==> src/rtl/digit_serial_addsub_if.sv <==
// Handshake and operand/result bundle for the digit-serial adder/subtractor.
// The master side issues requests and the slave side is the arithmetic unit.
interface digit_serial_addsub_if #(
    parameter int WIDTH = 16
);
    logic             start_i;
    logic             sub_i;
    logic [WIDTH-1:0] a_i;
    logic [WIDTH-1:0] b_i;
    logic             busy_o;
    logic             done_o;
    logic [WIDTH-1:0] sum_o;
    logic             cout_o;
    logic             ovf_o;

    modport master (
        output start_i, sub_i, a_i, b_i,
        input  busy_o, done_o, sum_o, cout_o, ovf_o
    );

    modport slave (
        input  start_i, sub_i, a_i, b_i,
        output busy_o, done_o, sum_o, cout_o, ovf_o
    );
endinterface

==> src/rtl/digit_serial_addsub.sv <==
// Digit-serial two's-complement adder/subtractor: DIGIT bits per clock, LSB digit first,
// one carry flop reused across digits, START/BUSY/DONE handshake.
module digit_serial_addsub #(
    parameter int WIDTH = 16,
    parameter int DIGIT = 4
) (
    input  logic                 clk_i,
    input  logic                 rst_i,
    digit_serial_addsub_if.slave bus
);
    localparam int NDIG = WIDTH / DIGIT;
    localparam int CW   = $clog2(NDIG) + 1;

    typedef enum logic [1:0] {
        IDLE = 2'd0,
        RUN  = 2'd1,
        FIN  = 2'd2
    } state_e;

    state_e           state_q, state_d;
    logic [WIDTH-1:0] opA_q, opA_d;
    logic [WIDTH-1:0] opB_q, opB_d;
    logic [WIDTH-1:0] sum_q, sum_d;
    logic [CW-1:0]    cnt_q, cnt_d;
    logic             carry_q, carry_d;
    logic             cout_q, cout_d;
    logic             ovf_q, ovf_d;
    logic             busy_q, busy_d;
    logic             done_q, done_d;

    logic [DIGIT:0]   digSum;
    logic             msbCarryIn;
    logic [WIDTH-1:0] opANext;
    logic             lastDigit;

    assign digSum     = {1'b0, opA_q[DIGIT-1:0]} + {1'b0, opB_q[DIGIT-1:0]}
                      + {{DIGIT{1'b0}}, carry_q};
    assign msbCarryIn = digSum[DIGIT-1] ^ opA_q[DIGIT-1] ^ opB_q[DIGIT-1];
    assign lastDigit  = (cnt_q == CW'(NDIG - 1));

    // Result digits are shifted into the top of the A register as A's digits drain out,
    // so after NDIG steps opA_q holds the complete sum.
    if (DIGIT == WIDTH) begin : gFullDigit
        assign opANext = digSum[DIGIT-1:0];
    end else begin : gPartDigit
        assign opANext = {digSum[DIGIT-1:0], opA_q[WIDTH-1:DIGIT]};
    end

    always_comb begin
        state_d = state_q;
        opA_d   = opA_q;
        opB_d   = opB_q;
        sum_d   = sum_q;
        cnt_d   = cnt_q;
        carry_d = carry_q;
        cout_d  = cout_q;
        ovf_d   = ovf_q;

        case (state_q)
            IDLE, FIN: begin
                if (bus.start_i) begin
                    opA_d   = bus.a_i;
                    opB_d   = bus.b_i ^ {WIDTH{bus.sub_i}};
                    carry_d = bus.sub_i;
                    cnt_d   = '0;
                    state_d = RUN;
                end else begin
                    state_d = IDLE;
                end
            end
            RUN: begin
                opA_d   = opANext;
                opB_d   = opB_q >> DIGIT;
                carry_d = digSum[DIGIT];
                cnt_d   = cnt_q + CW'(1);
                if (lastDigit) begin
                    sum_d   = opANext;
                    cout_d  = digSum[DIGIT];
                    ovf_d   = digSum[DIGIT] ^ msbCarryIn;
                    state_d = FIN;
                end
            end
            default: state_d = IDLE;
        endcase

        busy_d = (state_d == RUN);
        done_d = (state_d == FIN);
    end

    always_ff @(posedge clk_i or posedge rst_i) begin
        if (rst_i) begin
            state_q <= IDLE;
            opA_q   <= '0;
            opB_q   <= '0;
            sum_q   <= '0;
            cnt_q   <= '0;
            carry_q <= 1'b0;
            cout_q  <= 1'b0;
            ovf_q   <= 1'b0;
            busy_q  <= 1'b0;
            done_q  <= 1'b0;
        end else begin
            state_q <= state_d;
            opA_q   <= opA_d;
            opB_q   <= opB_d;
            sum_q   <= sum_d;
            cnt_q   <= cnt_d;
            carry_q <= carry_d;
            cout_q  <= cout_d;
            ovf_q   <= ovf_d;
            busy_q  <= busy_d;
            done_q  <= done_d;
        end
    end

    assign bus.busy_o = busy_q;
    assign bus.done_o = done_q;
    assign bus.sum_o  = sum_q;
    assign bus.cout_o = cout_q;
    assign bus.ovf_o  = ovf_q;
endmodule

==> src/flat_wrapper.sv <==
// flat-port wrapper written by rule: the top's interface ports become plain ports
module digit_serial_addsub_flat 
#(
    parameter int WIDTH = 16,
    parameter int DIGIT = 4
)
  (clk_i, rst_i, bus_start_i, bus_sub_i, bus_a_i, bus_b_i, bus_busy_o, bus_done_o, bus_sum_o, bus_cout_o, bus_ovf_o);
  digit_serial_addsub_if #(.WIDTH(WIDTH)) bus_i ();
  input  logic clk_i;
  input  logic rst_i;
  input wire logic [$bits(bus_i.start_i)-1:0] bus_start_i;
  input wire logic [$bits(bus_i.sub_i)-1:0] bus_sub_i;
  input wire logic [$bits(bus_i.a_i)-1:0] bus_a_i;
  input wire logic [$bits(bus_i.b_i)-1:0] bus_b_i;
  output wire logic [$bits(bus_i.busy_o)-1:0] bus_busy_o;
  output wire logic [$bits(bus_i.done_o)-1:0] bus_done_o;
  output wire logic [$bits(bus_i.sum_o)-1:0] bus_sum_o;
  output wire logic [$bits(bus_i.cout_o)-1:0] bus_cout_o;
  output wire logic [$bits(bus_i.ovf_o)-1:0] bus_ovf_o;
  assign bus_i.start_i = bus_start_i;
  assign bus_i.sub_i = bus_sub_i;
  assign bus_i.a_i = bus_a_i;
  assign bus_i.b_i = bus_b_i;
  assign bus_busy_o = bus_i.busy_o;
  assign bus_done_o = bus_i.done_o;
  assign bus_sum_o = bus_i.sum_o;
  assign bus_cout_o = bus_i.cout_o;
  assign bus_ovf_o = bus_i.ovf_o;
  digit_serial_addsub #(.WIDTH(WIDTH), .DIGIT(DIGIT)) u_core (.clk_i(clk_i), .rst_i(rst_i), .bus(bus_i));
endmodule
==> config.mk <==
export PLATFORM = sky130hd
export DESIGN_NAME = digit_serial_addsub_flat
export DESIGN_NICKNAME = d
export VERILOG_FILES = /design/src/rtl/digit_serial_addsub_if.sv /design/src/rtl/digit_serial_addsub.sv /design/src/flat_wrapper.sv
export SDC_FILE = /design/constraint.sdc
export NUM_CORES = 1
export LEC_CHECK = 0
export ABC_AREA = 1
export CORE_MARGIN = 3
export CORE_UTILIZATION = 51
export CTS_CLUSTER_DIAMETER = 60
export CTS_CLUSTER_SIZE = 8
export DETAILED_ROUTE_END_ITERATION = 16
export HOLD_SLACK_MARGIN = 0.1
export PLACE_DENSITY = 0.8
export SLEW_MARGIN = 10
export SYNTH_ARGS = -nofsm -noshare
export SYNTH_HDL_FRONTEND = slang
export SYNTH_SLANG_ARGS = --single-unit
==> constraint.sdc <==
create_clock -name clk_i -period 2.2 [get_ports clk_i]
set_input_delay 0.44 -clock clk_i [delete_from_list [all_inputs] [get_ports clk_i]]
set_output_delay 0.44 -clock clk_i [all_outputs]
set_load 0.02 [all_outputs]
==> PnR_summary.wiki <==
{| class="wikitable"
! Metric !! Value
|-
| Slew HR || 64.1%
|-
| Total routed wirelength || 5780 um
|-
| Count of final max-slew check failures || 0
|-
| Simple-gate share of the synthesized area || 14.7%
|-
| Die outline area || 6110 um2
|-
| Detailed Routing Iterations Pass 1 || 4
|-
| Crit path required time || 2.42 ns
|-
| Number of antenna violations at the first check in global routing || 0
|-
| Number of buffers added by the clock tree synthesis step || 9
|-
| Number of global-route vias before repair || 2035
|-
| FF-to-FF Start || u_core.carry_q$_DFFE_PP0P_
|-
| Global-route total usage across every layer || 21.1%
|-
| Number of violations reported at the end of detailed-routing iteration 0 || 116
|-
| Source of the critical timing path || u_core.carry_q$_DFFE_PP0P_
|-
| Critical Path AT || 2.10 ns
|-
| Final Hold Fails || 0
|-
| Net count after synthesis || 315
|-
| Leakage Power || 1.58 nW
|-
| CTS root buf || sky130_fd_sc_hd__clkbuf_8
|-
| Clock tree from TritonCTS || done
|-
| First-pass GRT wire length || 9760 um
|-
| Power density over the cells || 1520 nW/um2
|-
| Mean number of vias per cell || 5.24
|-
| Unrepaired setup endpoints after global routing || false
|-
| Post-synth top flop || sky130_fd_sc_hd__dfrtp_1
|-
| Yosys synthesis warning count || 0
|-
| Critical-path cell list || fa_1 -> fa_1 -> nand3_1 -> nand2_1 -> nand2_1 -> nand2_1 -> nand3_1 -> nand3_1
|-
| Post-layout min period || 1.89 ns
|-
| Number of ports placed on the die boundary || 56
|-
| Max-capacitance violation count || 0
|-
| Post-DR wirelength/cell || 14.3 um
|-
| Min-Delay Path Class || input pin to async pin
|-
| Number of rows created at floorplan || 25
|-
| Layout Cells excl Fill || 404
|-
| Cell area after synthesis || 2650 um2
|-
| Core Util, Final || 71.1%
|-
| Crit. End Element || flop
|-
| Post-synthesis cell type count || 25
|-
| Final Net Count || 375
|-
| Adder-Cell Fraction of Synth Area || 3.87%
|-
| R2R depth || 8
|-
| Timing endpoint of the critical path || u_core.bus.ovf_o$_DFFE_PP0P_
|-
| Most frequent standard cell in the layout excluding fill and tap cells || sky130_fd_sc_hd__nand2_1
|-
| Post-synthesis cell type with the largest combined area || sky130_fd_sc_hd__dfrtp_1
|-
| Standard cell core area || 4880 um2
|-
| Proportion of register bits with asynchronous set or reset after synthesis || 100%
|-
| Area Growth Syn to Fin || 30.6%
|-
| Transition at the pin with the smallest max-transition slack || 0.536 ns
|-
| Detail Route Antenna Nets || 0
|-
| Worst-case clock buffer depth || 2
|-
| Clock network latency to the later pin of the worst-skew pair || 0.33 ns
|-
| Global-route congestion overflow total || 0
|-
| Average instance area after synthesis || 9.76 um2
|-
| Top fanout value on the critical path || 3
|-
| Initial Utilization || 54.4%
|-
| Half-perimeter wire length of the detailed placement result || 4120 um
|-
| XOR/XNOR share of the synthesized area || 5.61%
|-
| Worst supply voltage drop on vdd || 747 uV
|-
| Number of levels the H-tree was split into || 3
|-
| Crit path launch type || flop
|-
| Number of buffers added for setup after CTS || 0
|-
| Final worst-path cycle share || 85.8%
|-
| Post-CTS Resized || 0
|-
| Sequential share of the synthesized area || 54.7%
|-
| Die width || 78.1 um
|-
| Number of sinks driven by the clock tree || 58
|-
| Clock Pin Slew Worst Setup and Hold Paths || 0.06 ns
|-
| Share of layout cells above drive strength 1 || 9.50%
|-
| Post-Route Setup TNS || 0 ns
|-
| Clock Skews || 0.00606 ns
|-
| Cell total after placement || 388
|-
| Total power after layout || 5.27 mW
|-
| Hold Buf Count CTS || 0
|-
| Combinational family with the most area after synthesis || simple AND/OR/NAND/NOR gates
|-
| Final Setup Violations || 0
|-
| Overall via count from detail_route || 2115
|-
| Largest stage delay, worst path || 0.47 ns
|-
| Remaining routing DRC violations || 0
|-
| Synth Area in Compound Gates || 13.7%
|-
| Worst r2r dst || u_core.bus.ovf_o$_DFFE_PP0P_
|-
| Number of register bits inferred by synthesis || 58
|-
| Cell with the largest stage delay on the worst path || sky130_fd_sc_hd__fa_1
|-
| Fmax achieved || 0.530 GHz
|-
| Classification of the worst setup path || flop to flop
|-
| Number of buffers added on ports || 55
|-
| Leading cell types in the layout, fill and taps excluded || sky130_fd_sc_hd__nand2_1 (60), sky130_fd_sc_hd__dfrtp_1 (58), sky130_fd_sc_hd__clkdlybuf4s50_1 (55), sky130_fd_sc_hd__inv_1 (25), sky130_fd_sc_hd__nand3_1 (21)
|-
| Post-synthesis instance total || 272
|-
| Die boundary height || 78.1 um
|-
| Setup slack on the worst flop-to-flop path || 0.31 ns
|-
| Status || finished, final reports clean
|-
| Proportion of netlist area held by the largest area contributor || 54.7%
|-
| Ranking of synthesized cells by area || sky130_fd_sc_hd__dfrtp_1 (55%), sky130_fd_sc_hd__nand2_1 (8.5%), sky130_fd_sc_hd__xnor2_1 (5.3%), sky130_fd_sc_hd__o221ai_1 (4.6%), sky130_fd_sc_hd__nand3_1 (4.0%)
|-
| Pin count of the biggest net entering global routing || 43
|-
| Number of enable flip-flop cells after synthesis || 0
|-
| RD Place Congestion || 0.846
|-
| Multiplexer share of the synthesized area || 0%
|-
| Antenna fix cells || 0
|}
metrics by stage:
step / hold WS (ns) / cell area [um2] / worst slack [ns]
floorplan: 0.450 / 2650 / 0.332
global placement: 0.465 / 3280 / 0.395
detailed placement: 0.472 / 3280 / 0.331
CTS: 0.399 / 3470 / 0.319
global route: 0.434 / 3470 / 0.166
finish: 0.407 / 3470 / 0.313
worst min-delay path by stage:
stage	start	to	slack (ns)	cells after the start
after floorplan	u_core.cnt_q[0]$_DFFE_PP0P_	u_core.cnt_q[0]$_DFFE_PP0P_	0.45	1
after global placement	u_core.bus.sum_o[13]$_DFFE_PP0P_	u_core.bus.sum_o[13]$_DFFE_PP0P_	0.46	2
after detailed placement	u_core.bus.sum_o[13]$_DFFE_PP0P_	u_core.bus.sum_o[13]$_DFFE_PP0P_	0.47	2
after CTS	rst_i	u_core.opB_q[4]$_DFFE_PP0P_	0.40	2
after global routing	rst_i	u_core.opB_q[15]$_DFFE_PP0P_	0.43	2
final	rst_i	u_core.opB_q[15]$_DFFE_PP0P_	0.41	2
sequential cells by signal, indices dropped and copies added (netlist names):
signal / flops
u_core.cnt_q: 3
u_core.bus.sum_o: 16
u_core.opB_q: 16
u_core.bus.ovf_o: 1
u_core.bus.done_o: 1
u_core.opA_q: 16
u_core.state_q: 2
u_core.carry_q: 1
u_core.bus.cout_o: 1
u_core.bus.busy_o: 1
where the power goes:
part / internal (mW) / switching, mW / total (mW)
clock: 0.498 / 0.390 / 0.888
combinational: 1.06 / 1.49 / 2.55
sequential: 1.59 / 0.249 / 1.83
total: 3.14 / 2.13 / 5.27
metal layers:
layer	wire, um	track usage [%]	up-vias
li1	-	-	1033
met1	2530	25.9	986
met2	2740	33.6	83
met3	346	5.62	13
met4	167	11.9	0
met5	0	0	-
critical path, delay by kind of cell (launching register included):
family / cells / cell delay [ns]
AND/OR/NAND/NOR: 6 / 0.49
flip-flops: 1 / 0.40
adder cells (fa/ha/maj): 2 / 0.88
final cells by class:
type                            instances  area, um2
Sequential cell                        58       1450
Fill cell                             408       1410
Multi-Input combinational cell        169       1010
Timing Repair Buffer                   64        631
Clock buffer                           14        173
Inverter                               30        113
Tap cell                               67       83.8
Clock inverter                          2       10.0
synth_stat cells (2+ instances only):
cell and count:
sky130_fd_sc_hd__xnor2_1 16, sky130_fd_sc_hd__o21ai_0 3, sky130_fd_sc_hd__nand2_1 60, sky130_fd_sc_hd__o211ai_1 11
sky130_fd_sc_hd__fa_1 2, sky130_fd_sc_hd__a21oi_1 3, sky130_fd_sc_hd__o221ai_1 14, sky130_fd_sc_hd__ha_1 5
sky130_fd_sc_hd__o21ai_1 14, sky130_fd_sc_hd__nand2_2 2, sky130_fd_sc_hd__nand3_1 21, sky130_fd_sc_hd__dfrtp_1 58
sky130_fd_sc_hd__inv_1 26, sky130_fd_sc_hd__clkbuf_1 2, sky130_fd_sc_hd__inv_2 4, sky130_fd_sc_hd__nor2_1 5
sky130_fd_sc_hd__buf_4 2, sky130_fd_sc_hd__buf_2 10, sky130_fd_sc_hd__o22ai_1 8
kinds of logic after synthesis:
group	Yosys count
adder cells (fa/ha/maj)	7
AND/OR/NAND/NOR	91
XOR/XNOR	17
AO/OA/AOI/OAI	54
flip-flops	58
buffers and inverters	45
(Power assumes the default switching activity.)
